==> config.mk <==
export PLATFORM = sky130hd
export DESIGN_NAME = video_box_overlay_flat
export DESIGN_NICKNAME = d
export VERILOG_FILES = /design/src/rtl/video_pkg.sv /design/src/rtl/video_box_overlay_if.sv /design/src/rtl/video_box_overlay_axis_reg_slice.sv /design/src/rtl/video_box_overlay.sv /design/src/flat_wrapper.sv
export SDC_FILE = /design/constraint.sdc
export NUM_CORES = 1
export LEC_CHECK = 0
export ABC_AREA = 1
export BUFFER_PORTS_ARGS = -buffer_cell sky130_fd_sc_hd__buf_2
export CAP_MARGIN = 20
export CORE_MARGIN = 4
export CORE_UTILIZATION = 40
export CTS_CLUSTER_DIAMETER = 60
export DETAILED_ROUTE_END_ITERATION = 12
export GPL_TIMING_DRIVEN = 0
export PLACE_DENSITY = 0.59
export SLEW_MARGIN = 5
export SYNTH_ARGS = -nofsm -noshare
export SYNTH_HDL_FRONTEND = slang
export SYNTH_HIERARCHICAL = 1
export SYNTH_SLANG_ARGS = --single-unit
export TNS_END_PERCENT = 100
==> constraint.sdc <==
create_clock -name clk -period 6.5 [get_ports clk]
set_input_delay 0 -clock clk [delete_from_list [all_inputs] [get_ports clk]]
set_output_delay 0 -clock clk [all_outputs]
set_load 0.05 [all_outputs]
==> src/rtl/video_pkg.sv <==
// Shared types and widths for the video overlay stages.
package video_pkg;
  localparam int COORD_W = 13;
  localparam int FCNT_W  = 16;

  typedef logic [COORD_W-1:0] coord_t;
  localparam coord_t COORD_MAX = '1;

  typedef enum logic {WAIT_SOF, ACTIVE} vstate_e;
endpackage

==> src/rtl/video_box_overlay_if.sv <==
// AXI4-Stream video beat bundle: pixel, SOF (tuser) and EOL (tlast).
interface video_box_overlay_if #(
  parameter int DATAW = 24
);
  logic [DATAW-1:0] tdata;
  logic             tvalid;
  logic             tready;
  logic             tuser;
  logic             tlast;

  modport master (output tdata, tvalid, tuser, tlast, input tready);
  modport slave  (input tdata, tvalid, tuser, tlast, output tready);
endinterface

==> src/rtl/video_box_overlay_axis_reg_slice.sv <==
// Single-stage stream output register; the payload is held while the sink stalls.
module axis_reg_slice #(
  parameter int W = 26
) (
  input  logic         clk,
  input  logic         rst,
  input  logic         in_valid,
  output logic         in_ready,
  input  logic [W-1:0] in_data,
  output logic         out_valid,
  input  logic         out_ready,
  output logic [W-1:0] out_data
);
  assign in_ready = !out_valid || out_ready;

  always_ff @(posedge clk) begin
    if (rst) begin
      out_valid <= 1'b0;
      out_data  <= '0;
    end else if (in_ready) begin
      out_valid <= in_valid;
      if (in_valid) out_data <= in_data;
    end
  end
endmodule

==> src/rtl/video_box_overlay.sv <==
// Draws the border of a programmable rectangle over an AXI4-Stream video feed
// and checks SOF/EOL framing, counting frames.
module video_box_overlay
  import video_pkg::*;
#(
  parameter int DATAW  = 24,
  parameter int SCRW   = 1920,
  parameter int SCRH   = 1080,
  parameter int BORDER = 4
) (
  input  logic                clk,
  input  logic                rst,
  input  logic                en,
  input  coord_t              box_x,
  input  coord_t              box_y,
  input  coord_t              box_w,
  input  coord_t              box_h,
  input  logic [DATAW-1:0]    color,
  video_box_overlay_if.slave  s_axis,
  video_box_overlay_if.master m_axis,
  output logic [DATAW/8-1:0]  m_axis_tstrb,
  output logic [DATAW/8-1:0]  m_axis_tkeep,
  output logic                m_axis_tid,
  output logic                m_axis_tdest,
  output logic                err_early_eol,
  output logic                err_late_eol,
  output logic                err_early_sof,
  output logic [FCNT_W-1:0]   frame_cnt
);
  localparam int PW = DATAW + 2;
  localparam logic [COORD_W:0] BRD = (COORD_W+1)'(BORDER);

  function automatic logic [COORD_W:0] ext(input coord_t v);
    return {1'b0, v};
  endfunction

  function automatic coord_t sat_inc(input coord_t v);
    return (v == COORD_MAX) ? v : v + coord_t'(1);
  endfunction

  vstate_e state;
  coord_t  x, y, bx_q, by_q, bw_q, bh_q;

  logic             acc_p0, sof_p0, eol_p0, vld_p0, inside_p0, border_p0;
  coord_t           cx_p0, cy_p0, bx_p0, by_p0, bw_p0, bh_p0;
  logic [COORD_W:0] r_edge_p0, b_edge_p0;
  logic [DATAW-1:0] pix_p0;
  logic [PW-1:0]    beat_p0, beat_p1;

  // Stage 0: coordinates of the accepted beat; a SOF beat is (0,0) with the live box.
  assign acc_p0 = s_axis.tvalid && s_axis.tready;
  assign sof_p0 = s_axis.tuser;
  assign eol_p0 = s_axis.tlast;
  assign vld_p0 = s_axis.tvalid && (state == ACTIVE || sof_p0);

  assign cx_p0 = sof_p0 ? '0    : x;
  assign cy_p0 = sof_p0 ? '0    : y;
  assign bx_p0 = sof_p0 ? box_x : bx_q;
  assign by_p0 = sof_p0 ? box_y : by_q;
  assign bw_p0 = sof_p0 ? box_w : bw_q;
  assign bh_p0 = sof_p0 ? box_h : bh_q;

  assign r_edge_p0 = ext(bx_p0) + ext(bw_p0);
  assign b_edge_p0 = ext(by_p0) + ext(bh_p0);
  assign inside_p0 = ext(cx_p0) >= ext(bx_p0) && ext(cx_p0) < r_edge_p0 &&
                     ext(cy_p0) >= ext(by_p0) && ext(cy_p0) < b_edge_p0;
  assign border_p0 = inside_p0 &&
                     (ext(cx_p0) < ext(bx_p0) + BRD || ext(cx_p0) + BRD >= r_edge_p0 ||
                      ext(cy_p0) < ext(by_p0) + BRD || ext(cy_p0) + BRD >= b_edge_p0);
  assign pix_p0    = (en && border_p0) ? color : s_axis.tdata;
  assign beat_p0   = {sof_p0, eol_p0, pix_p0};

  always_ff @(posedge clk) begin
    if (rst) begin
      state         <= WAIT_SOF;
      x             <= '0;
      y             <= '0;
      bx_q          <= '0;
      by_q          <= '0;
      bw_q          <= '0;
      bh_q          <= '0;
      frame_cnt     <= '0;
      err_early_eol <= 1'b0;
      err_late_eol  <= 1'b0;
      err_early_sof <= 1'b0;
    end else begin
      err_early_eol <= 1'b0;
      err_late_eol  <= 1'b0;
      err_early_sof <= 1'b0;
      if (acc_p0 && (state == ACTIVE || sof_p0)) begin
        if (sof_p0) begin
          frame_cnt     <= frame_cnt + FCNT_W'(1);
          bx_q          <= box_x;
          by_q          <= box_y;
          bw_q          <= box_w;
          bh_q          <= box_h;
          err_early_sof <= (state == ACTIVE);
        end
        if (eol_p0) begin
          err_early_eol <= cx_p0 < coord_t'(SCRW - 1);
          x             <= '0;
          if (cy_p0 == coord_t'(SCRH - 1)) begin
            state <= WAIT_SOF;
            y     <= '0;
          end else begin
            state <= ACTIVE;
            y     <= cy_p0 + coord_t'(1);
          end
        end else begin
          // Past the last column x keeps counting (saturating) until tlast arrives.
          err_late_eol <= (cx_p0 == coord_t'(SCRW - 1));
          x            <= sat_inc(cx_p0);
          y            <= cy_p0;
          state        <= ACTIVE;
        end
      end
    end
  end

  // Stage 1: output register.
  axis_reg_slice #(.W(PW)) u_slice (
    .clk       (clk),
    .rst       (rst),
    .in_valid  (vld_p0),
    .in_ready  (s_axis.tready),
    .in_data   (beat_p0),
    .out_valid (m_axis.tvalid),
    .out_ready (m_axis.tready),
    .out_data  (beat_p1)
  );

  assign {m_axis.tuser, m_axis.tlast, m_axis.tdata} = beat_p1;
  assign m_axis_tstrb = '1;
  assign m_axis_tkeep = '1;
  assign m_axis_tid   = 1'b0;
  assign m_axis_tdest = 1'b0;
endmodule

==> src/flat_wrapper.sv <==
// flat-port wrapper written by rule: the top's interface ports become plain ports
module video_box_overlay_flat import video_pkg::*;
#(
  parameter int DATAW  = 24,
  parameter int SCRW   = 1920,
  parameter int SCRH   = 1080,
  parameter int BORDER = 4
)
  (clk, rst, en, box_x, box_y, box_w, box_h, color, m_axis_tstrb, m_axis_tkeep, m_axis_tid, m_axis_tdest, err_early_eol, err_late_eol, err_early_sof, frame_cnt, s_axis_tdata, s_axis_tvalid, s_axis_tuser, s_axis_tlast, s_axis_tready, m_axis_tdata, m_axis_tvalid, m_axis_tuser, m_axis_tlast, m_axis_tready);
  video_box_overlay_if #(.DATAW(DATAW)) s_axis_i ();
  video_box_overlay_if #(.DATAW(DATAW)) m_axis_i ();
  input  logic clk;
  input  logic rst;
  input  logic en;
  input  coord_t box_x;
  input  coord_t box_y;
  input  coord_t box_w;
  input  coord_t box_h;
  input  logic [DATAW-1:0] color;
  output logic [DATAW/8-1:0] m_axis_tstrb;
  output logic [DATAW/8-1:0] m_axis_tkeep;
  output logic m_axis_tid;
  output logic m_axis_tdest;
  output logic err_early_eol;
  output logic err_late_eol;
  output logic err_early_sof;
  output logic [FCNT_W-1:0] frame_cnt;
  input wire logic [$bits(s_axis_i.tdata)-1:0] s_axis_tdata;
  input wire logic [$bits(s_axis_i.tvalid)-1:0] s_axis_tvalid;
  input wire logic [$bits(s_axis_i.tuser)-1:0] s_axis_tuser;
  input wire logic [$bits(s_axis_i.tlast)-1:0] s_axis_tlast;
  output wire logic [$bits(s_axis_i.tready)-1:0] s_axis_tready;
  output wire logic [$bits(m_axis_i.tdata)-1:0] m_axis_tdata;
  output wire logic [$bits(m_axis_i.tvalid)-1:0] m_axis_tvalid;
  output wire logic [$bits(m_axis_i.tuser)-1:0] m_axis_tuser;
  output wire logic [$bits(m_axis_i.tlast)-1:0] m_axis_tlast;
  input wire logic [$bits(m_axis_i.tready)-1:0] m_axis_tready;
  assign s_axis_i.tdata = s_axis_tdata;
  assign s_axis_i.tvalid = s_axis_tvalid;
  assign s_axis_i.tuser = s_axis_tuser;
  assign s_axis_i.tlast = s_axis_tlast;
  assign s_axis_tready = s_axis_i.tready;
  assign m_axis_tdata = m_axis_i.tdata;
  assign m_axis_tvalid = m_axis_i.tvalid;
  assign m_axis_tuser = m_axis_i.tuser;
  assign m_axis_tlast = m_axis_i.tlast;
  assign m_axis_i.tready = m_axis_tready;
  video_box_overlay #(.DATAW(DATAW), .SCRW(SCRW), .SCRH(SCRH), .BORDER(BORDER)) u_core (.clk(clk), .rst(rst), .en(en), .box_x(box_x), .box_y(box_y), .box_w(box_w), .box_h(box_h), .color(color), .s_axis(s_axis_i), .m_axis(m_axis_i), .m_axis_tstrb(m_axis_tstrb), .m_axis_tkeep(m_axis_tkeep), .m_axis_tid(m_axis_tid), .m_axis_tdest(m_axis_tdest), .err_early_eol(err_early_eol), .err_late_eol(err_late_eol), .err_early_sof(err_early_sof), .frame_cnt(frame_cnt));
endmodule
==> Word level (Yosys, flattened, before mapping) <==
Index checks and enable logic that the tools add are counted.
{ "classes": {"add_sub_neg": 9, "n_bitwise": 3, "n_mul": 0, "n_reduce_logical": 19, "shifts": 0, "n_eq_ne": 3, "n_lt_le_gt_ge": 9, "n_mux": 13, "n_div": 0} }
{ "ops": {"columns": ["operator", "n"], "rows": [
  ["$mux 13", 10],
  ["$add 13x3->14 const B", 4],
  ["$lt 13x14->1", 4],
  ["$add 13x13->14", 2],
  ["$ge 14x14->1", 2],
  ["$add 13x1->13 const B", 2],
  ["$eq 13x11->1 const B", 2],
  ["$ge 13x13->1", 2],
  ["$mux 24", 1],
  ["$add 16x1->16 const B", 1],
  ["$eq 13x13->1 const B", 1],
  ["$lt 13x11->1 const B", 1],
  ["$reduce_or 3->1", 3],
  ["$logic_and 1x1->1", 8],
  ["$logic_or 1x1->1", 5],
  ["$reduce_and 2->1", 2],
  ["$not 1->1", 3],
  ["$mux 1", 2],
  ["$logic_not 1->1", 1]
]} }
{ "word_totals": {"output_inout_bits": 55, "ff_bits": 125, "ram_bits": 0, "latch_bits": 0, "mem_count": 0, "romBits": 0} }

==> Longest topological paths before layout <==
{ "logic_depth": {"depth_word": 9, "mapped_depth": 36} }

==> Modules after synthesis <==
The synthesis kept the hierarchy.
{ "by_module_without_submodules": {"columns": ["mod", "cells_each", "n_inst", "seq_area_each_um2", "area_each_um2"], "rows": [
  ["video_box_overlay", 1460, 1, 1961.9, 9696.8],
  ["axis_reg_slice", 175, 1, 540.5, 1271.2]
]} }

==> Worst setup path after synthesis <==
No wires, ideal clock.
{ "synth_timing": {"path_kind": "input port to flip-flop", "startpoint": "input port s_axis_tuser", "endpoint": "register u_core.u_slice.out_data[3]", "setup_slack_ps": 2109, "cell_stages": 35, "arrival_time_ps": 4274, "path_buffers": 6, "cell_sequence": "buf_6 -> buf_6 -> buf_6 -> buf_6 -> clkbuf_1 -> nand2_1 -> o21ai_0 -> ha_1 -> inv_1 -> fa_1 -> nand3b_1 -> and2_1 -> inv_1 -> a21o_1 -> nand2_1 -> a22oi_1 -> a21oi_1 -> o21bai_1 -> xnor2_1 -> ha_1 -> nand2_1 -> nor2_1 -> nand4_1 -> nand3_1 -> nor2_1 -> nand3_1 -> nor2_2 -> nand4_4 -> buf_4 -> nand3_1 -> nand2_1 -> inv_1 -> nand3_1 -> nand2_1 -> nor2_2"} }
{ "synth_between": {"word_cells_on_any_way": 32, "classes_between": "add/sub: 6; order compare: 8; mux: 7; reduce/logical: 11"} }
{ "synth_lines": {"columns": ["element", "line_no", "source"], "rows": [
  ["start: declaration", "flat_wrapper.sv:30", "input wire logic [$bits(s_axis_i.tuser)-1:0] s_axis_tuser;"],
  ["$mux 13 *", "video_box_overlay.sv:59", "assign by_p0 = sof_p0 ? box_y : by_q;"],
  ["net u_core.by_p0[0]", "video_box_overlay.sv:45", "coord_t cx_p0, cy_p0, bx_p0, by_p0, bw_p0, bh_p0;"],
  ["$add 13x3->14", "video_box_overlay.sv:69", "ext(cy_p0) < ext(by_p0) + BRD || ext(cy_p0) + BRD >= b_edge_p0);"],
  ["$lt 13x14->1", "video_box_overlay.sv:69", null],
  ["$logic_or 1x1->1", "video_box_overlay.sv:68", "(ext(cx_p0) < ext(bx_p0) + BRD || ext(cx_p0) + BRD >= r_edge_p0 ||"],
  ["$logic_or 1x1->1", "video_box_overlay.sv:69", null],
  ["$logic_and 1x1->1 *", "video_box_overlay.sv:67", "assign border_p0 = inside_p0 &&"],
  ["$logic_and 1x1->1 *", "video_box_overlay.sv:70", "assign pix_p0 = (en && border_p0) ? color : s_axis.tdata;"],
  ["$mux 24 *", "video_box_overlay.sv:70", null],
  ["net u_core.pix_p0[3]", "video_box_overlay.sv:47", "logic [DATAW-1:0] pix_p0;"],
  ["end signal: assignment", "video_box_overlay_axis_reg_slice.sv:22", "if (in_valid) out_data <= in_data;"],
  ["end: declaration", "video_box_overlay_axis_reg_slice.sv:12", "output logic [W-1:0] out_data"]
]} }
The timed path passes the listed nets; every way through them passes the cells marked *.
A chain may end at the register's enable or synchronous reset.

==> Worst setup path in the final report <==
{ "layout_timing": {"startpoint": "input port s_axis_tuser", "endpoint": "register u_core.u_slice.out_data[18]"} }
Same word-level chain as after synthesis.

==> impl.org <==
** Outcome
- Run status :: finished, final reports clean

** Setup path
- Critical path required time :: 6850 ps
- Category of the most critical setup path :: input port to flip-flop
- Largest fanout of any net on the critical path :: 10
- STA puts the critical path data arrival time at 6310 ps.
- The largest single stage delay on the critical path is 550 ps.
- Counting both buffers and inverters, the worst setup path holds a total of 11.
- Critical path's most frequent cell :: sky130_fd_sc_hd__nand2_1
- Sort of element at the end of the critical path :: flip-flop
- Startpoint type of the worst setup path :: input port
- On the critical path the largest part of the delay comes from buffers and inverters.
- Crit path max-delay cell type :: sky130_fd_sc_hd__dlygate4sd3_1

** Detailed routing
- Highest routing layer actually used :: met4
- The routed layout has 11,300 vias.
- Using the TritonRoute via totals, the vias-per-cell ratio works out to 5.16.
- Initial detailed-routing violation count :: 776
- Aggregate routed wire length :: 35.0 mm
- DRC violation count after routing :: 0
- For this block, wires on met1 add up to 15.4 mm.
- Total length of routed met3 wires :: 1.66 mm
- Length of routed met2 wiring :: 17.2 mm
- Antenna violation net count after detailed routing :: 0
- After detailed routing, the average wire length per cell comes to 16.0 µm.
- Drt pass-1 iters :: 5

** GRT
- Entering global routing, the biggest net connects 17 pins.
- GRT overflow :: 0
- In the global route stage, overall resource usage came out at 0.229.
- The first global-routing pass estimated 56.1 mm of wire.
- The number of antenna violations at the first check in global routing came to 1.
- The number of global-route vias before repair came to 10,600.

** Floorplanning
- The die is 174 µm tall.
- Starting density of the core :: 0.407
- After floorplanning, the core was divided into 60 placement rows.
- Core area :: 27,000 µm²
- The die covers 30,100 µm².
- 162 I/O pins were placed.
- In this run the horizontal extent of the chip is 174 µm.

** Clock network
- In this run the clock root is driven by a sky130_fd_sc_hd__clkbuf_16.
- Clock-pin slew was measured on the worst setup and hold paths at 70 ps.
- Clock latency on the worst-skew pair, taken at its later pin, is 420 ps.
- TritonCTS built the clock tree.
- Clock tree synthesis found a total of 125 sinks.
- Counting along the longest clock path gives a buffer depth of 2.
- Number of levels the H-tree was split into :: 4
- In this run, CTS created clock tree buffers numbering 17.

** STA
- The number of max-slew violations in the final report is 0.
- Share of the cycle needed by the critical path after routing :: 0.917
- Final count of negative-setup-slack endpoints :: 0
- Final sum of negative setup slack :: 0 ps
- Count of final hold-check violations :: 0
- Setup repair after global routing missed its margin :: false
- Pin slew with the least headroom to its limit :: 832 ps
- Setup Skew :: 13.1 ps
- Final min period :: 5960 ps
- Max Freq :: 168 MHz
- Worst-case headroom to the max-slew limit :: 0.439

** Synthesis
- The number of different library cells used by synthesis comes to 57.
- Of the synthesized area, sequential elements account for 0.228.
- Dividing the synthesized area by the synthesized cell count gives 6.71 µm².
- Yosys printed 6 warnings.
- Syn Std Cell Area :: 11,000 µm²
- Synth Instances :: 1,635
- Register bit count reported by yosys :: 125

** Finish
- Number of nets at the end of the flow :: 2,067
- In the final layout, the share of cells above drive strength 1 is 0.150.
- Measured on the finished design, the core utilization comes to 0.478.
- With fillers left out, the area of the finished cells amounts to 12,900 µm².
- Layout Area Growth over Synthesis :: 17.5%

** Power and ir drop
- Maximum vdd drop :: 0.137 mV
- Dividing total power by cell area gives a power density of 191 nW/µm².
- For this design the static power due to leakage is 6.29 nW.

** Placed design
- Detail Placement HPWL :: 28.1 mm
- I/O Buffers :: 153
- Placer's final routability congestion estimate :: 0.918
- Summing all placed instances gives a cell area of 12,200 µm².

** Job
- Max-cap violations in this run came to 0.

** Worst hold path
- In this run the worst hold path is classified as input port to flip-flop.
==> cells in the mapped netlist (all sizes together) <==
library cell  instances  area share
inv                 227       0.078
buf                  37       0.030
o211a                 1     0.00091
xor2                 54       0.043
nand4                29       0.018
o211ai                1     0.00068
a22oi                 1     0.00068
a221oi                1     0.00080
and2                  3      0.0019
nor4                  6      0.0040
nand3b                5      0.0034
nor3                 33       0.016
nand2               347        0.12
a21oi               150       0.069
o32ai                 6      0.0048
nor2                138       0.057
o31ai                 5      0.0034
nand3               114       0.053
a211oi               15       0.010
xnor2                12      0.0096
a211o                 1     0.00080
o21a                  5      0.0034
clkinv                2     0.00068
dfxtp               125        0.23
nor3b                 4      0.0032
fa                    2      0.0037
a31oi                 7      0.0040
a21o                  2      0.0014
o22ai                 1     0.00057
o21bai                9      0.0062
or2                  10      0.0057
ha                  128        0.15
clkbuf               31       0.012
conb                  2     0.00068
o21ai               121       0.058
==> power by group <==
| part | internal (mW) | switching [mW] |
|---|---|---|
| Combinational | 0.258 | 0.497 |
| Sequential | 0.811 | 0.0180 |
| Clock | 0.490 | 0.385 |
==> sequential cells by signal, summed over array words and instances, names as in the netlist, 13 cells and up <==
register / count
u_core/u_slice/out_data: 26
u_core/frame_cnt: 16
u_core/bh_q: 13
u_core/bw_q: 13
u_core/bx_q: 13
u_core/by_q: 13
u_core/x: 13
u_core/y: 13
==> layout by cell type, fill, tap and decap left out, types with 7 or more instances in the layout <==
cell | netlist | final
sky130_fd_sc_hd__nor2_1 | 120 | 120
sky130_fd_sc_hd__ha_1 | 128 | 128
sky130_fd_sc_hd__a21oi_1 | 149 | 149
sky130_fd_sc_hd__nand3_1 | 111 | 111
sky130_fd_sc_hd__o21ai_2 | 8 | 8
sky130_fd_sc_hd__conb_1 | 2 | 8
sky130_fd_sc_hd__clkbuf_16 | 0 | 17
sky130_fd_sc_hd__a31oi_1 | 7 | 7
sky130_fd_sc_hd__inv_1 | 222 | 222
sky130_fd_sc_hd__nor3_1 | 30 | 30
sky130_fd_sc_hd__xnor2_1 | 12 | 12
sky130_fd_sc_hd__clkbuf_1 | 30 | 31
sky130_fd_sc_hd__a211oi_1 | 15 | 15
sky130_fd_sc_hd__nor2_2 | 10 | 10
sky130_fd_sc_hd__buf_6 | 16 | 16
sky130_fd_sc_hd__buf_4 | 16 | 16
sky130_fd_sc_hd__o21bai_1 | 9 | 9
sky130_fd_sc_hd__xor2_1 | 54 | 54
sky130_fd_sc_hd__nand2_1 | 342 | 342
sky130_fd_sc_hd__nand4_1 | 27 | 27
sky130_fd_sc_hd__dlygate4sd3_1 | 0 | 17
sky130_fd_sc_hd__o21ai_1 | 8 | 8
sky130_fd_sc_hd__dfxtp_1 | 125 | 125
sky130_fd_sc_hd__or2_2 | 7 | 7
sky130_fd_sc_hd__o21ai_0 | 105 | 105
sky130_fd_sc_hd__buf_2 | 4 | 157
==> layer usage <==
metal,vias to the layer above,track usage
li1,5790,-
met1,5199,0.287
met2,251,0.406
met3,44,0.0364
met4,0,0.0647
met5,-,0
==> worst min-delay path: stages <==
cell	delay, ps
sky130_fd_sc_hd__buf_2	70
sky130_fd_sc_hd__nand3_1	60
sky130_fd_sc_hd__nand2_1	60
sky130_fd_sc_hd__inv_1	40
sky130_fd_sc_hd__nand3_2	60
sky130_fd_sc_hd__nand2_1	40
sky130_fd_sc_hd__nor2_1	70
==> path summary, 6_finish.rpt <==
path                                     start  slack (ps)  depth (start not counted)                          end
worst max-delay path              s_axis_tuser         540                         38  u_core/u_slice/out_data[18]
worst min-delay path                  color[9]          10                          7   u_core/u_slice/out_data[9]
worst max register to register  u_core/by_q[0]        1540                         31  u_core/u_slice/out_data[18]
worst min register to register  u_core/bw_q[5]         450                          2               u_core/bw_q[5]
==> final cells by class <==
cell class / count / area [µm²]
fillers: 2796 / 14100
multi-input cells: 1219 / 7180
flip-flops and latches: 125 / 2500
repair buffers: 170 / 936
inverters: 229 / 860
plain buffers: 68 / 453
clock buffers: 20 / 437
well taps: 341 / 427
clock inverters: 12 / 90.1
diodes: 1 / 2.50
==> repair_timing <==
| item | in CTS | in global routing |
|---|---|---|
| setup buffers | 0 | 0 |
| endpoints found under the hold margin | 19 | 0 |
| hold buffers | 17 | 0 |
| resized for setup | 0 | 4 |
| endpoints found under the setup margin | 0 | 20 |
==> kinds of logic (layout without fill, tap and decap cells) <==
logic type | Yosys count | in the layout | synth area share
xor+xnor | 66 | 66 | 0.0527
simple gates | 689 | 689 | 0.285
buf+inv | 297 | 499 | 0.119
other cells | 2 | 9 | 0.000685
flops | 125 | 125 | 0.228
compound gates | 326 | 326 | 0.165
fa+ha+maj | 130 | 130 | 0.150
==> per-stage QoR <==
step / power [mW] / hold WS (ps) / setup slack, ps / instances
6_report: 2.46 / 13.9 / 539 / 2185
5_1_grt: 2.61 / 26.6 / 68.1 / 2185
4_1_cts: 2.47 / 3.29 / 383 / 2184
3_5_place_dp: 1.59 / 207 / 549 / 2135
3_3_place_gp: 1.57 / 199 / 597 / 2135
2_1_floorplan: 1.38 / 69.1 / 2110 / 1641
(Power assumes the default switching activity.)
